==> src/rtl/sync_vg_cfg.sv <==
// +----------------------------------------------------------------------------+
// | sync_vg_cfg : reconfigurable progressive video timing generator with        |
// |               shadowed timing registers committed at frame boundaries.      |
// | Revision    : 1.0                                                           |
// +----------------------------------------------------------------------------+
`default_nettype none

module sync_vg_cfg #(
  parameter int X_BITS         = 12,
  parameter int Y_BITS         = 12,
  parameter int OUT_LATENCY    = 1,
  parameter int FRAME_CNT_BITS = 16
) (
  input  logic                      clk,
  input  logic                      reset,
  input  logic                      enable,
  input  logic                      cfg_valid,
  output logic                      cfg_ready,
  input  logic [X_BITS-1:0]         cfg_h_total,
  input  logic [X_BITS-1:0]         cfg_h_sync,
  input  logic [X_BITS-1:0]         cfg_h_bp,
  input  logic [X_BITS-1:0]         cfg_h_fp,
  input  logic [Y_BITS-1:0]         cfg_v_total,
  input  logic [Y_BITS-1:0]         cfg_v_sync,
  input  logic [Y_BITS-1:0]         cfg_v_bp,
  input  logic [Y_BITS-1:0]         cfg_v_fp,
  input  logic                      cfg_hs_pol,
  input  logic                      cfg_vs_pol,
  output logic                      cfg_err,
  output logic                      running,
  output logic                      hs_out,
  output logic                      vs_out,
  output logic                      de_out,
  output logic                      sof_out,
  output logic                      eol_out,
  output logic [X_BITS-1:0]         x_out,
  output logic [Y_BITS-1:0]         y_out,
  output logic [FRAME_CNT_BITS-1:0] frame_count
);

  localparam logic [1:0] ST_IDLE = 2'd0;
  localparam logic [1:0] ST_RUN  = 2'd1;
  localparam logic [1:0] ST_PEND = 2'd2;

  typedef struct packed {
    logic [X_BITS-1:0] h_total;
    logic [X_BITS-1:0] h_sync;
    logic [X_BITS-1:0] h_bp;
    logic [X_BITS-1:0] h_fp;
    logic [Y_BITS-1:0] v_total;
    logic [Y_BITS-1:0] v_sync;
    logic [Y_BITS-1:0] v_bp;
    logic [Y_BITS-1:0] v_fp;
    logic              hs_pol;
    logic              vs_pol;
  } timing_t;

  typedef struct packed {
    logic              hs;
    logic              vs;
    logic              de;
    logic              sof;
    logic              eol;
    logic [X_BITS-1:0] x;
    logic [Y_BITS-1:0] y;
  } vid_t;

  logic [1:0]                state_q, state_d;
  timing_t                   act_q, act_d;
  timing_t                   shd_q, shd_d;
  logic [X_BITS-1:0]         h_count_q, h_count_d;
  logic [Y_BITS-1:0]         v_count_q, v_count_d;
  logic [FRAME_CNT_BITS-1:0] frame_cnt_q, frame_cnt_d;
  logic                      cfg_err_q, cfg_err_d;
  vid_t                      pipe_q [OUT_LATENCY];
  vid_t                      pipe_d [OUT_LATENCY];

  timing_t           cfg_word;
  logic [X_BITS+1:0] h_sum;
  logic [Y_BITS+1:0] v_sum;
  logic              cfg_ok;
  logic              xfer;
  logic              is_running;
  logic              h_last, v_last;
  logic [X_BITS-1:0] h_start, h_end;
  logic [Y_BITS-1:0] v_start, v_end;
  logic              hs_raw, vs_raw, de_raw;
  vid_t              term;

  assign cfg_word = '{h_total: cfg_h_total, h_sync: cfg_h_sync, h_bp: cfg_h_bp, h_fp: cfg_h_fp,
                      v_total: cfg_v_total, v_sync: cfg_v_sync, v_bp: cfg_v_bp, v_fp: cfg_v_fp,
                      hs_pol: cfg_hs_pol, vs_pol: cfg_vs_pol};

  // Porch sums are widened so that large field values cannot wrap past the total.
  assign h_sum  = {2'b00, cfg_h_sync} + {2'b00, cfg_h_bp} + {2'b00, cfg_h_fp};
  assign v_sum  = {2'b00, cfg_v_sync} + {2'b00, cfg_v_bp} + {2'b00, cfg_v_fp};
  assign cfg_ok = (cfg_h_total >= X_BITS'(2)) && (cfg_v_total != '0) &&
                  (h_sum < {2'b00, cfg_h_total}) && (v_sum < {2'b00, cfg_v_total});

  assign cfg_ready  = (state_q != ST_PEND);
  assign xfer       = cfg_valid && cfg_ready;
  assign is_running = (state_q != ST_IDLE);

  assign h_last = (h_count_q == act_q.h_total - X_BITS'(1));
  assign v_last = (v_count_q == act_q.v_total - Y_BITS'(1));

  always_comb begin
    state_d     = state_q;
    act_d       = act_q;
    shd_d       = shd_q;
    h_count_d   = h_count_q;
    v_count_d   = v_count_q;
    frame_cnt_d = frame_cnt_q;
    cfg_err_d   = 1'b0;

    if (xfer) begin
      if (!cfg_ok) begin
        cfg_err_d = 1'b1;
      end else if (state_q == ST_IDLE) begin
        act_d   = cfg_word;
        state_d = ST_RUN;
      end else begin
        shd_d   = cfg_word;
        state_d = ST_PEND;
      end
    end

    if (is_running && enable) begin
      if (h_last) begin
        h_count_d = '0;
        if (v_last) begin
          v_count_d   = '0;
          frame_cnt_d = frame_cnt_q + FRAME_CNT_BITS'(1);
          if (state_q == ST_PEND) begin
            act_d   = shd_q;
            state_d = ST_RUN;
          end
        end else begin
          v_count_d = v_count_q + Y_BITS'(1);
        end
      end else begin
        h_count_d = h_count_q + X_BITS'(1);
      end
    end
  end

  assign h_start = act_q.h_sync + act_q.h_bp;
  assign h_end   = act_q.h_total - act_q.h_fp - X_BITS'(1);
  assign v_start = act_q.v_sync + act_q.v_bp;
  assign v_end   = act_q.v_total - act_q.v_fp - Y_BITS'(1);

  assign hs_raw = (h_count_q < act_q.h_sync);
  assign vs_raw = (v_count_q < act_q.v_sync);
  assign de_raw = (h_count_q >= h_start) && (h_count_q <= h_end) &&
                  (v_count_q >= v_start) && (v_count_q <= v_end);

  // Polarity is applied before the delay line so a commit never misaligns sync and data.
  always_comb begin
    term = '0;
    if (is_running) begin
      term.hs  = hs_raw ~^ act_q.hs_pol;
      term.vs  = vs_raw ~^ act_q.vs_pol;
      term.de  = de_raw;
      term.x   = de_raw ? (h_count_q - h_start) : '0;
      term.y   = de_raw ? (v_count_q - v_start) : '0;
      term.sof = de_raw && (h_count_q == h_start) && (v_count_q == v_start);
      term.eol = de_raw && (h_count_q == h_end);
    end else begin
      term.hs  = ~act_q.hs_pol;
      term.vs  = ~act_q.vs_pol;
    end
  end

  always_comb begin
    pipe_d[0] = term;
    for (int i = 1; i < OUT_LATENCY; i++) begin
      pipe_d[i] = pipe_q[i-1];
    end
  end

  always_ff @(posedge clk) begin
    if (reset) begin
      state_q       <= ST_IDLE;
      act_q         <= '0;
      act_q.hs_pol  <= 1'b1;
      act_q.vs_pol  <= 1'b1;
      shd_q         <= '0;
      h_count_q     <= '0;
      v_count_q     <= '0;
      frame_cnt_q   <= '0;
      cfg_err_q     <= 1'b0;
      for (int i = 0; i < OUT_LATENCY; i++) begin
        pipe_q[i] <= '0;
      end
    end else begin
      state_q     <= state_d;
      act_q       <= act_d;
      shd_q       <= shd_d;
      h_count_q   <= h_count_d;
      v_count_q   <= v_count_d;
      frame_cnt_q <= frame_cnt_d;
      cfg_err_q   <= cfg_err_d;
      if (enable) begin
        for (int i = 0; i < OUT_LATENCY; i++) begin
          pipe_q[i] <= pipe_d[i];
        end
      end
    end
  end

  assign cfg_err     = cfg_err_q;
  assign running     = is_running;
  assign frame_count = frame_cnt_q;
  assign hs_out      = pipe_q[OUT_LATENCY-1].hs;
  assign vs_out      = pipe_q[OUT_LATENCY-1].vs;
  assign de_out      = pipe_q[OUT_LATENCY-1].de;
  assign sof_out     = pipe_q[OUT_LATENCY-1].sof;
  assign eol_out     = pipe_q[OUT_LATENCY-1].eol;
  assign x_out       = pipe_q[OUT_LATENCY-1].x;
  assign y_out       = pipe_q[OUT_LATENCY-1].y;

endmodule

`default_nettype wire

==> config.mk <==
export PLATFORM = sky130hd
export DESIGN_NAME = sync_vg_cfg
export DESIGN_NICKNAME = d
export VERILOG_FILES = /design/src/rtl/sync_vg_cfg.sv
export SDC_FILE = /design/constraint.sdc
export NUM_CORES = 1
export LEC_CHECK = 0
export ABC_AREA = 1
export BUFFER_PORTS_ARGS = -buffer_cell sky130_fd_sc_hd__buf_2
export CAP_MARGIN = 20
export CORE_MARGIN = 2
export CORE_UTILIZATION = 25
export CTS_CLUSTER_DIAMETER = 100
export DETAILED_ROUTE_END_ITERATION = 16
export GPL_ROUTABILITY_DRIVEN = 0
export SKIP_LAST_GASP = 1
export SYNTH_ARGS = -nofsm -noshare
export SYNTH_HDL_FRONTEND = slang
export SYNTH_SLANG_ARGS = --single-unit
==> constraint.sdc <==
create_clock -name clk -period 6.64 [get_ports clk]
set_input_delay 0.664 -clock clk [delete_from_list [all_inputs] [get_ports clk]]
set_output_delay 0.664 -clock clk [all_outputs]
set_load 0.02 [all_outputs]
==> results.md, run 1 <==
* Status: complete, no violations
* Post-Place Cells at between 4,000 and 5,000
* Count of final hold-check violations at 0
* Final cell count without fillers at ~4,200
* Required time worst endpoint at 7.13 ns
* Worst flop-to-flop path startpoint: act_q[50]
* TritonCTS clock tree: built
* Final Cycle Share at 0.715
* Setup Skew at around 0.032 ns
* Vias per cell at around 4.6
* Syn Inst Count at a little over 3,000
* CTS Hold Bufs at 0
* DP HPWL at about 47,000 microns
* I/O pins at 150
* Share of layout cells above drive strength 1 at 0.0820
* Sink count of the clock tree at about 270
* Synth area leaders: dfxtp_1 24%, nand2_1 13%, nor2_1 12%
* Synth top cells by count: 714 x nand2_1, 647 x nor2_1, 355 x inv_1
* Cell taking the most area after synthesis: dfxtp_1
* TritonCTS Buffers at 34
* Clk slew on worst S/H paths at roughly 0.060 ns
* Worst Min Path Start: cfg_v_sync[0]
* # rows at just over 100
* Area fraction of the dominant cell type after synthesis at 0.238
* Cell area after synthesis at roughly 20,000 sq um
* CTS root buf: clkbuf_16
* RSZ-0062 raised after global routing: false
* DR pass1 iterations at 6
* Post-route setup TNS at 0 ns
* Final setup viols at 0
* Drt drc at 0
* First-pass GRT wire length at around 100,000 microns
* Setup ws final at roughly 1.9 ns
* Sequential area share after synthesis at 0.282
* Clk Latency, worst-skew pair at between 0.5 and 0.6 ns
* Die height at roughly 290 microns
* Post-layout util at 0.290
* Pre-CTS setup slack at 1.33 ns
* Worst Hold Class: input port to flop
* Synth cell types at 45
* Largest net degree at the start of global routing at approximately 110
* Total congestion overflow at 0
* DIE AREA at about 83,000 sq um
* Slew headroom at 0.277
* Syn Area/Cell at around 6.6 sq um
* Layout area overhead at 14.4%
* Number of synthesis warnings at 0
* VDD IR-drop max at 136 uV
* Slew @ Worst Pin at roughly 1.1 ns
* Post-Syn Nets at 3,351
* Fin. max-slew vios at 0
* Count leader, synth: nand2_1
* Final min period at 4.74 ns
* Critical Path AT at between 5 and 6 ns
* Vias in the first global route at approximately 18,000
* Synth Flop Type: dfxtp_1
* Number of flops mapped to enable cells by yosys at 29
* Setup CP Type: input port to flop
* Power per cell area at 246 nW/um^2
* Via count at ~19,000
* Routed Antenna Nets at 0
* Starting density of the core at 0.253
* Initial DRC count at 1,371
* Mean routed wirelength per cell at about 16 microns
* Gr usage total at 0.156
* Worst-path fanout max at 34
* I/O Buffers at approximately 150
* Final wirelength at between 60,000 and 70,000 microns
* Pwr Total at ~5600 uW
* Buffer count from post-CTS setup fixing at 0
* Static leakage at ~0.011 uW
* Die width at approximately 290 microns
* Crit end category: flop
* # Max-Cap Violations at 0
* H-tree Lvls at 2
* F_max at ~210 MHz
* Core area at about 80,000 sq um
* Flop and latch count out of synthesis at between 200 and 300
* Post-cts resize count at 0
* CP Launch Point: cfg_v_sync[1]
* Clock buffer depth at 3
* Synth async-reset ratio at 0
* NumNets Final at approximately 3,400
* Crit start category: input port
* Initial antenna violation count at 14
[state kept, by name (all words and copies together), names as in the netlist]
| name | flops |
|---|---|
| act_q | 98 |
| shd_q | 98 |
| pipe_q | 29 |
| frame_count | 16 |
| h_count_q | 12 |
| v_count_q | 12 |
| state_q | 2 |
| cfg_err | 1 |
[cells in the final DEF (no fill, tap or decap), drive strengths merged, types with 67 or more instances in the layout]
| cell type | count |
|---|---|
| inv | 368 |
| dfxtp | 239 |
| nand2 | 715 |
| a21oi | 147 |
| nor2 | 653 |
| nand3 | 67 |
| ha | 163 |
| xor2 | 83 |
| nand4 | 234 |
| buf | 172 |
[where the power goes]
part | leakage [uW] | internal (uW) | switching [uW]
Clock | 0.000557 | 1160 | 787
Combinational | 0.00858 | 653 | 1280
Sequential | 0.00225 | 1700 | 51.8
[path summary, 6_finish.rpt]
path | to | slack [ns] | cells past startpoint
worst max-delay path | act_q[26] | 1.90 | 26
worst min-delay path | shd_q[26] | 0.38 | 3
worst max register to register | pipe_q[0][9] | 2.19 | 23
worst min register to register | frame_count[15] | 0.50 | 2
[area by class of cell]
type / count / area (sq um)
timing repair buffer: 172 / 956
clock buffer: 50 / 993
antenna: 7 / 17.5
multi-input combinational: 2279 / 12500
clock inverter: 10 / 154
inverter: 368 / 1390
tap: 1050 / 1310
fill: 8748 / 56300
sequential: 268 / 5660
[logic make-up (layout without fill, tap and decap cells)]
logic type | Yosys count | after routing | share of synthesized area
AND/OR/NAND/NOR | 1723 | 1723 | 0.364
buffers and inverters | 507 | 600 | 0.0992
flip-flops | 268 | 268 | 0.282
AO/OA/AOI/OAI | 232 | 232 | 0.0639
adder cells (fa/ha/maj) | 195 | 195 | 0.134
XOR/XNOR | 129 | 129 | 0.0577
other | 0 | 7 | 0
[layer usage]
metal  global-route usage  share of wire  up-vias
met4               0.0565          0.030       16
met2                0.250           0.45      565
met3               0.0285          0.067      119
met1                0.207           0.45     8686
met5                    0         0.0014        -
li1                     -              -     9940
[stage by stage]
step | area, sq um | hold WS [ns]
floorplan | 20100 | 0.477
global route | 22900 | 0.383
global placement | 21800 | 0.483
finish | 22900 | 0.378
CTS | 22900 | 0.353
detailed placement | 21800 | 0.492
[critical path: stages]
cell and delay [ns]:
buf_2 0.14, fa_1 0.54, ha_1 0.18, inv_1 0.06, fa_1 0.40, o21ai_1 0.25
nand2_1 0.09, nand2_1 0.15, a21oi_1 0.10, xnor2_1 0.21, ha_1 0.28, nand2_1 0.07
nand3_1 0.06, nor2_1 0.09, nand3_1 0.07, nor2_1 0.12, nand2_1 0.06, nor2_1 0.14
nand2_1 0.11, nor2_4 0.37, buf_4 0.26, buf_4 0.39, nand4_1 0.16, nand2_1 0.10
nor2_1 0.05, nor2_1 0.08
(Power assumes the default switching activity.)
==> run 2: changes to the inputs <==
==> constraint.sdc (replaced) <==
create_clock -name clk -period 4 [get_ports clk]
set_input_delay 0.4 -clock clk [delete_from_list [all_inputs] [get_ports clk]]
set_output_delay 0.4 -clock clk [all_outputs]
set_load 0.02 [all_outputs]
==> run 2 against run 1 <==
- sequential cell count did not move
- clock power rose by 65%
- core utilization rose by 2.0 points
- critical path depth fell by 6
- worst setup slack got worse by 1.7 ns
- total power rose by 73%
- first-iteration DRC count rose by 2.1%
- combinational power rose by 87%
- count of clock-buffer cells in the layout fell by 2
- global-route usage rose by 0.12 points
- final cell count rose by 3.5%
- design area rose by 7.0%
==> results.md, run 2 (synthesis results as in run 1) <==
* Die height at 287 microns (unchanged)
* CP bufs+invs at 3 (-1)
* Final min period at approximately 3.8 ns
* Critical Path AT at 4.17 ns (-1.07 ns)
* Crit path cell chain: ha_1, fa_1, a21oi_2, o21bai_1, nand2_1, o211ai_1, a21o_1, a21oi_2, xor2_1, ha_1, inv_1, nor3_2, nand2_1, o211ai_1, buf_4, nand3_1, nor2_1, buf_4, o21ai_0, a21oi_2
* Most frequent cells in the layout: 705 x nand2_1, 641 x nor2_1, 353 x inv_1
* Worst flop-to-flop path startpoint: act_q[14]
* DIE AREA at 82,500 sq um (unchanged)
* VDD IR-drop max at 234 uV (+71%)
* CP Launch Point: act_q[14]
* Clk Latency, worst-skew pair at 0.57 ns (about the same)
* CP delay by family, top: compound AO/OA/AOI/OAI gates
* Multi-input logic area at 12,600 sq um (+0.69%)
* Via count at 19,877 (+2.9%)
* Clk slew on worst S/H paths at 0.06 ns (about the same)
* Initial antenna violation count at 14 (unchanged)
* Pre-CTS setup slack at -0.421 ns (-1.75 ns)
* TritonCTS Buffers at 34 (unchanged)
* DP Area at 23,000 sq um (+5.4%)
* I/O pins at 150 (unchanged)
* Share of layout cells above drive strength 1 at 0.133 (+0.0511)
* Final setup viols at 0 (unchanged)
* Worst Min Path Start: cfg_v_total[8]
* Layout area overhead at 22.4%
* Worst-path fanout max at 4 (-88%)
* Largest net degree at the start of global routing at 132 (+16%)
* F_max at around 260 MHz
* Core area at 79,300 sq um (unchanged)
* # Max-Cap Violations at 0 (unchanged)
* Slew @ Worst Pin at 0.922 ns (-0.160 ns)
* Commonest non-fill, non-tap cell in the layout: nand2_1
* Fillers at 8,596 (-1.7%)
* Mean routed wirelength per cell at 15.7 microns (+0.75%)
* Stages on the worst setup path at 20 (-23%)
* NumNets Final at 3,569 (+4.4%)
* Total congestion overflow at 0 (unchanged)
* Required time worst endpoint at 4.39 ns (-2.74 ns)
* Crit start category: flop
* Count of final hold-check violations at 0 (unchanged)
* Reg2reg end: pipe_q[0][23]
* Most frequent cell on the critical path: a21oi_2
* Vias in the first global route at 18,273 (+1.9%)
* Slew headroom at 0.385 (+0.109)
* DP HPWL at 47,700 microns (+1.3%)
* Crit-path slowest cell: fa_1
* First-pass GRT wire length at 103,000 microns (+1.0%)
* Hold slack at 0.103 ns (-0.275 ns)
* RSZ-0062 raised after global routing: true
* Status: complete, no violations
* CP peak stage delay at 0.42 ns (-0.12 ns)
* # rows at 103 (unchanged)
* Setup ws final at 0.221 ns (-1.67 ns)
* R2R Setup Slk at 0.22 ns (-1.97 ns)
* Fin. max-slew vios at 0 (unchanged)
* Starting density of the core at 0.253 (unchanged)
* I/O Buffers at 149 (unchanged)
* Clock buffer depth at 3 (unchanged)
* Gr usage total at 0.157 (+0.00122)
* Routed Antenna Nets at 0 (unchanged)
* R2R cell count at 20 (-13%)
* Vias per cell at 4.57 (-0.65%)
* Setup Skew at 0.0360 ns (+0.00373 ns)
* TritonCTS clock tree: built
* Post-route setup TNS at 0 ns (unchanged)
* Register area at 5660 sq um (unchanged)
* Die width at 287 microns (unchanged)
* Initial DRC count at 1,400 (+2.1%)
* Worst Hold Class: input port to flop
* Power per cell area at 397 nW/um^2 (+62%)
* Design area at 24,500 sq um (+7.0%)
* DR pass1 iterations at 5 (-1)
* Final Cycle Share at 0.945
* Final wirelength at 68,400 microns (+4.3%)
* Sink count of the clock tree at 268 (unchanged)
* Worst Setup EP: pipe_q[0][23]
* Drt drc at 0 (unchanged)
* Biggest regs: act_q: 98 flops, shd_q: 98 flops, pipe_q: 29 flops
* Setup CP Type: flop to flop
* CTS root buf: clkbuf_16
* Static leakage at 0.0123 uW (+7.8%)
* CTS Hold Bufs at 0 (unchanged)
* Crit end category: flop
* H-tree Lvls at 2 (unchanged)
## run 2: cell count changes in the layout (fill, tap and decap cells not counted), moves of 6 or more
cell,delta
buf_4,+117
buf_12,+17
nand2_1,-8
nand2_2,+8
buf_6,+6
## run 2: per-stage QoR
step                utilization  total power [uW]  cells
detailed placement        0.290              6510   4266
finish                    0.310              9760   4352
global route              0.310             10400   4351
floorplan                     -              5240   3054
CTS                       0.304              9780   4328
global placement          0.290              6480   4266
## run 2: how the worst min path moves through the flow
| stage | slack [ns] | end | cells past startpoint |
|---|---|---|---|
| floorplan | 0.48 | state_q[1] | 2 |
| global placement | 0.48 | frame_count[15] | 2 |
| detailed placement | 0.49 | frame_count[15] | 2 |
| CTS | 0.08 | shd_q[46] | 3 |
| global route | 0.12 | shd_q[46] | 3 |
| finish | 0.10 | shd_q[46] | 3 |
## run 2: cell type report
class / count / share of cell area
Multi-Input combinational cell: 2279 / 0.512
Sequential cell: 268 / 0.230
Timing Repair Buffer: 321 / 0.100
Inverter: 368 / 0.0565
Tap cell: 1050 / 0.0535
Clock buffer: 48 / 0.0401
Clock inverter: 14 / 0.00724
Antenna cell: 4 / 0.000408
## run 2: routing by layer
layer,track usage,vias up,share of wire,wire length [microns]
li1,-,10252,-,-
met1,0.212,8928,0.45,31000
met2,0.249,545,0.45,30700
met3,0.0306,130,0.066,4510
met4,0.0533,22,0.031,2150
met5,0,-,0.0020,134
## run 2: worst min-delay path, cell delays in order
cell and delay, ns:
buf_2 0.11, nor2_1 0.05, nor2_1 0.08
## run 2: power breakdown
| part | switching (uW) | internal (uW) | total, uW | leakage (uW) |
|---|---|---|---|---|
| logic | 2210 | 1420 | 3630 | 0.00946 |
| clock network | 1340 | 1880 | 3220 | 0.000559 |
| registers | 78.1 | 2830 | 2910 | 0.00225 |
## run 2: what timing repair did
action | CTS | global route
buffers inserted | 0 | 10
setup endpoints to repair | 0 | 224
resized for setup | 0 | 42
endpoints found under the hold margin | 0 | 0
==> run 3: changes to the inputs <==
--- a/config.mk
+++ b/config.mk
@@ -8,11 +8,14 @@
 export ABC_AREA = 1
 export BUFFER_PORTS_ARGS = -buffer_cell sky130_fd_sc_hd__buf_2
 export CAP_MARGIN = 20
+export CELL_PAD_IN_SITES_DETAIL_PLACEMENT = 1
+export CELL_PAD_IN_SITES_GLOBAL_PLACEMENT = 1
 export CORE_MARGIN = 2
 export CORE_UTILIZATION = 25
 export CTS_CLUSTER_DIAMETER = 100
 export DETAILED_ROUTE_END_ITERATION = 16
 export GPL_ROUTABILITY_DRIVEN = 0
+export PLACE_DENSITY_LB_ADDON = 0.1
 export SKIP_LAST_GASP = 1
 export SYNTH_ARGS = -nofsm -noshare
 export SYNTH_HDL_FRONTEND = slang
==> run 3 against run 2 <==
- first-iteration DRC count fell by 23%
- wire length rose by 22%
- combinational power rose by 11%
- hold slack improved by 0.00062 ns
- sequential share of layout area fell by 0.54 points
- sequential cell count did not move
- worst setup slack got worse by 0.042 ns
- die area did not move
- largest power group unchanged
==> results.md, run 3 (synthesis results as in run 1) <==
* Status: complete, no violations
* Final min period at 3.82 ns (+0.0419 ns)
* # Max-Cap Violations at 0 (unchanged)
* TritonCTS Buffers at 38 (+12%)
* Hold slack at 0.103 ns (+0.000620 ns)
* Clock buffer depth at 3 (unchanged)
* Final Cycle Share at 0.955 (+0.0105)
* Routed Antenna Nets at 0 (unchanged)
* Initial antenna violation count at 0 (-14)
* Drt drc at 0 (unchanged)
* DP Area at 23,300 sq um (+1.4%)
* Largest net degree at the start of global routing at 106 (-20%)
* Crit-path slowest cell: fa_1
* Starting density of the core at 0.253 (unchanged)
* Power per cell area at 414 nW/um^2 (+4.2%)
* RSZ-0062 raised after global routing: true
* Clk Latency, worst-skew pair at 0.57 ns (about the same)
* Vias per cell at 4.68 (+2.5%)
* Share of layout cells above drive strength 1 at 0.150 (+0.0167)
* Count of final hold-check violations at 0 (unchanged)
* Gr usage total at 0.195 (+0.0383)
* Final setup viols at 0 (unchanged)
* Total congestion overflow at 0 (unchanged)
* Fin. max-slew vios at 0 (unchanged)
* Post-route setup TNS at 0 ns (unchanged)
* Die height at 287 microns (unchanged)
* CTS Hold Bufs at 0 (unchanged)
* # rows at 103 (unchanged)
* Required time worst endpoint at 4.47 ns (+0.08 ns)
* I/O Buffers at 149 (unchanged)
* Slew @ Worst Pin at 0.997 ns (+0.0755 ns)
* Setup Skew at 0.0235 ns (-0.0125 ns)
* VDD IR-drop max at 249 uV (+6.6%)
* Biggest regs: act_q: 98 flops, shd_q: 98 flops, pipe_q: 29 flops
* H-tree Lvls at 2 (unchanged)
* Slew headroom at 0.335 (-0.0503)
* TritonCTS clock tree: built
* Design area at 25,100 sq um (+2.4%)
* I/O pins at 150 (unchanged)
* Crit end category: flop
* CP peak stage delay at 0.59 ns (+0.17 ns)
* DP HPWL at 61,400 microns (+29%)
* Mean routed wirelength per cell at 19.0 microns (+21%)
* Clk slew on worst S/H paths at 0.06 ns (about the same)
* Diode count at 0 (-4)
* Core area at 79,300 sq um (unchanged)
* Most frequent cells in the layout: 707 x nand2_1, 642 x nor2_1, 351 x inv_1
* Commonest non-fill, non-tap cell in the layout: nand2_1
* Post-layout util at 0.317 (+0.00753)
* DR pass1 iterations at 5 (unchanged)
* First-pass GRT wire length at 125,000 microns (+22%)
* Most frequent cell on the critical path: nor2_1
* Layout area overhead at 25.3%
* Final wirelength at 83,200 microns (+22%)
* Setup CP Type: input port to flop
* Sink count of the clock tree at 268 (unchanged)
* Die width at 287 microns (unchanged)
* Worst-path fanout max at 19 (+15)
* Via count at 20,545 (+3.4%)
* Setup ws final at 0.179 ns (-0.0419 ns)
* Crit start category: input port
* Worst Hold Class: input port to flop
* CTS root buf: clkbuf_16
* NumNets Final at 3,608 (+1.1%)
* Critical Path AT at 4.29 ns (+0.12 ns)
* Pre-CTS setup slack at -0.684 ns (-0.262 ns)
* Initial DRC count at 1,075 (-23%)
* Static leakage at 0.0126 uW (+2.3%)
* F_max at 262 MHz (-1.1%)
* DIE AREA at 82,500 sq um (unchanged)
* Vias in the first global route at 20,934 (+15%)
==> run 3: changes by cell type in the layout (fill, tap and decap cells not counted), moves of 5 or more <==
cell,before,now
ha_1,162,155
buf_4,137,168
clkbuf_16,41,48
ha_4,0,6
a21oi_2,5,11
a21oi_1,142,135
clkbuf_1,7,12
==> run 3: path summary, 6_finish.rpt <==
check,end,slack [ns],start,cells past startpoint
worst max-delay path,act_q[31],0.18,cfg_v_sync[1],25
worst min-delay path,shd_q[1],0.10,cfg_hs_pol,3
worst max register to register,pipe_q[0][23],0.25,act_q[14],19
worst min register to register,frame_count[15],0.50,frame_count[15],2
==> run 3: repair_timing <==
item                                    CTS  global route
resized for setup                        12            66
endpoints found under the setup margin  154           225
setup buffers                             3             6
pin swaps                                16            40
cloned                                    1             8
==> run 3: area by class of cell <==
cell class / count / area (sq um)
fillers: 9956 / 54100
repair buffers: 356 / 2780
well taps: 1050 / 1310
multi-input cells: 2279 / 12700
flip-flops and latches: 268 / 5660
inverters: 368 / 1390
clock inverters: 9 / 119
clock buffers: 58 / 1140
==> run 3: stage by stage <==
step	total power, uW	std cells
2_1_floorplan	5240	3054
3_3_place_gp	6730	4304
3_5_place_dp	6790	4304
4_1_cts	10400	4375
5_1_grt	11100	4388
6_report	10400	4388
==> run 3: routing by layer <==
metal / wire [microns] / part of all wire / track usage
met3: 2400 / 0.029 / 0.0200
met1: 43400 / 0.52 / 0.292
met2: 36000 / 0.43 / 0.298
met5: 0 / 0 / 0
met4: 1460 / 0.018 / 0.0434
==> run 3: worst max-delay path: cells and delay by family <==
kind	cells	cell delay (ns)
and+or+nand+nor	14	1.51
buffers and inverters	4	0.49
xor gates and xnor gates	1	0.14
adders and majority gates	4	1.42
AOI/OAI and AO/OA	2	0.27
==> run 3: report_power, final <==
group	switching (uW)	leakage [uW]	internal, uW
Clock	1380	0.000618	2100
Sequential	83.4	0.00225	2830
Combinational	2440	0.00968	1580
Total	3900	0.0126	6510
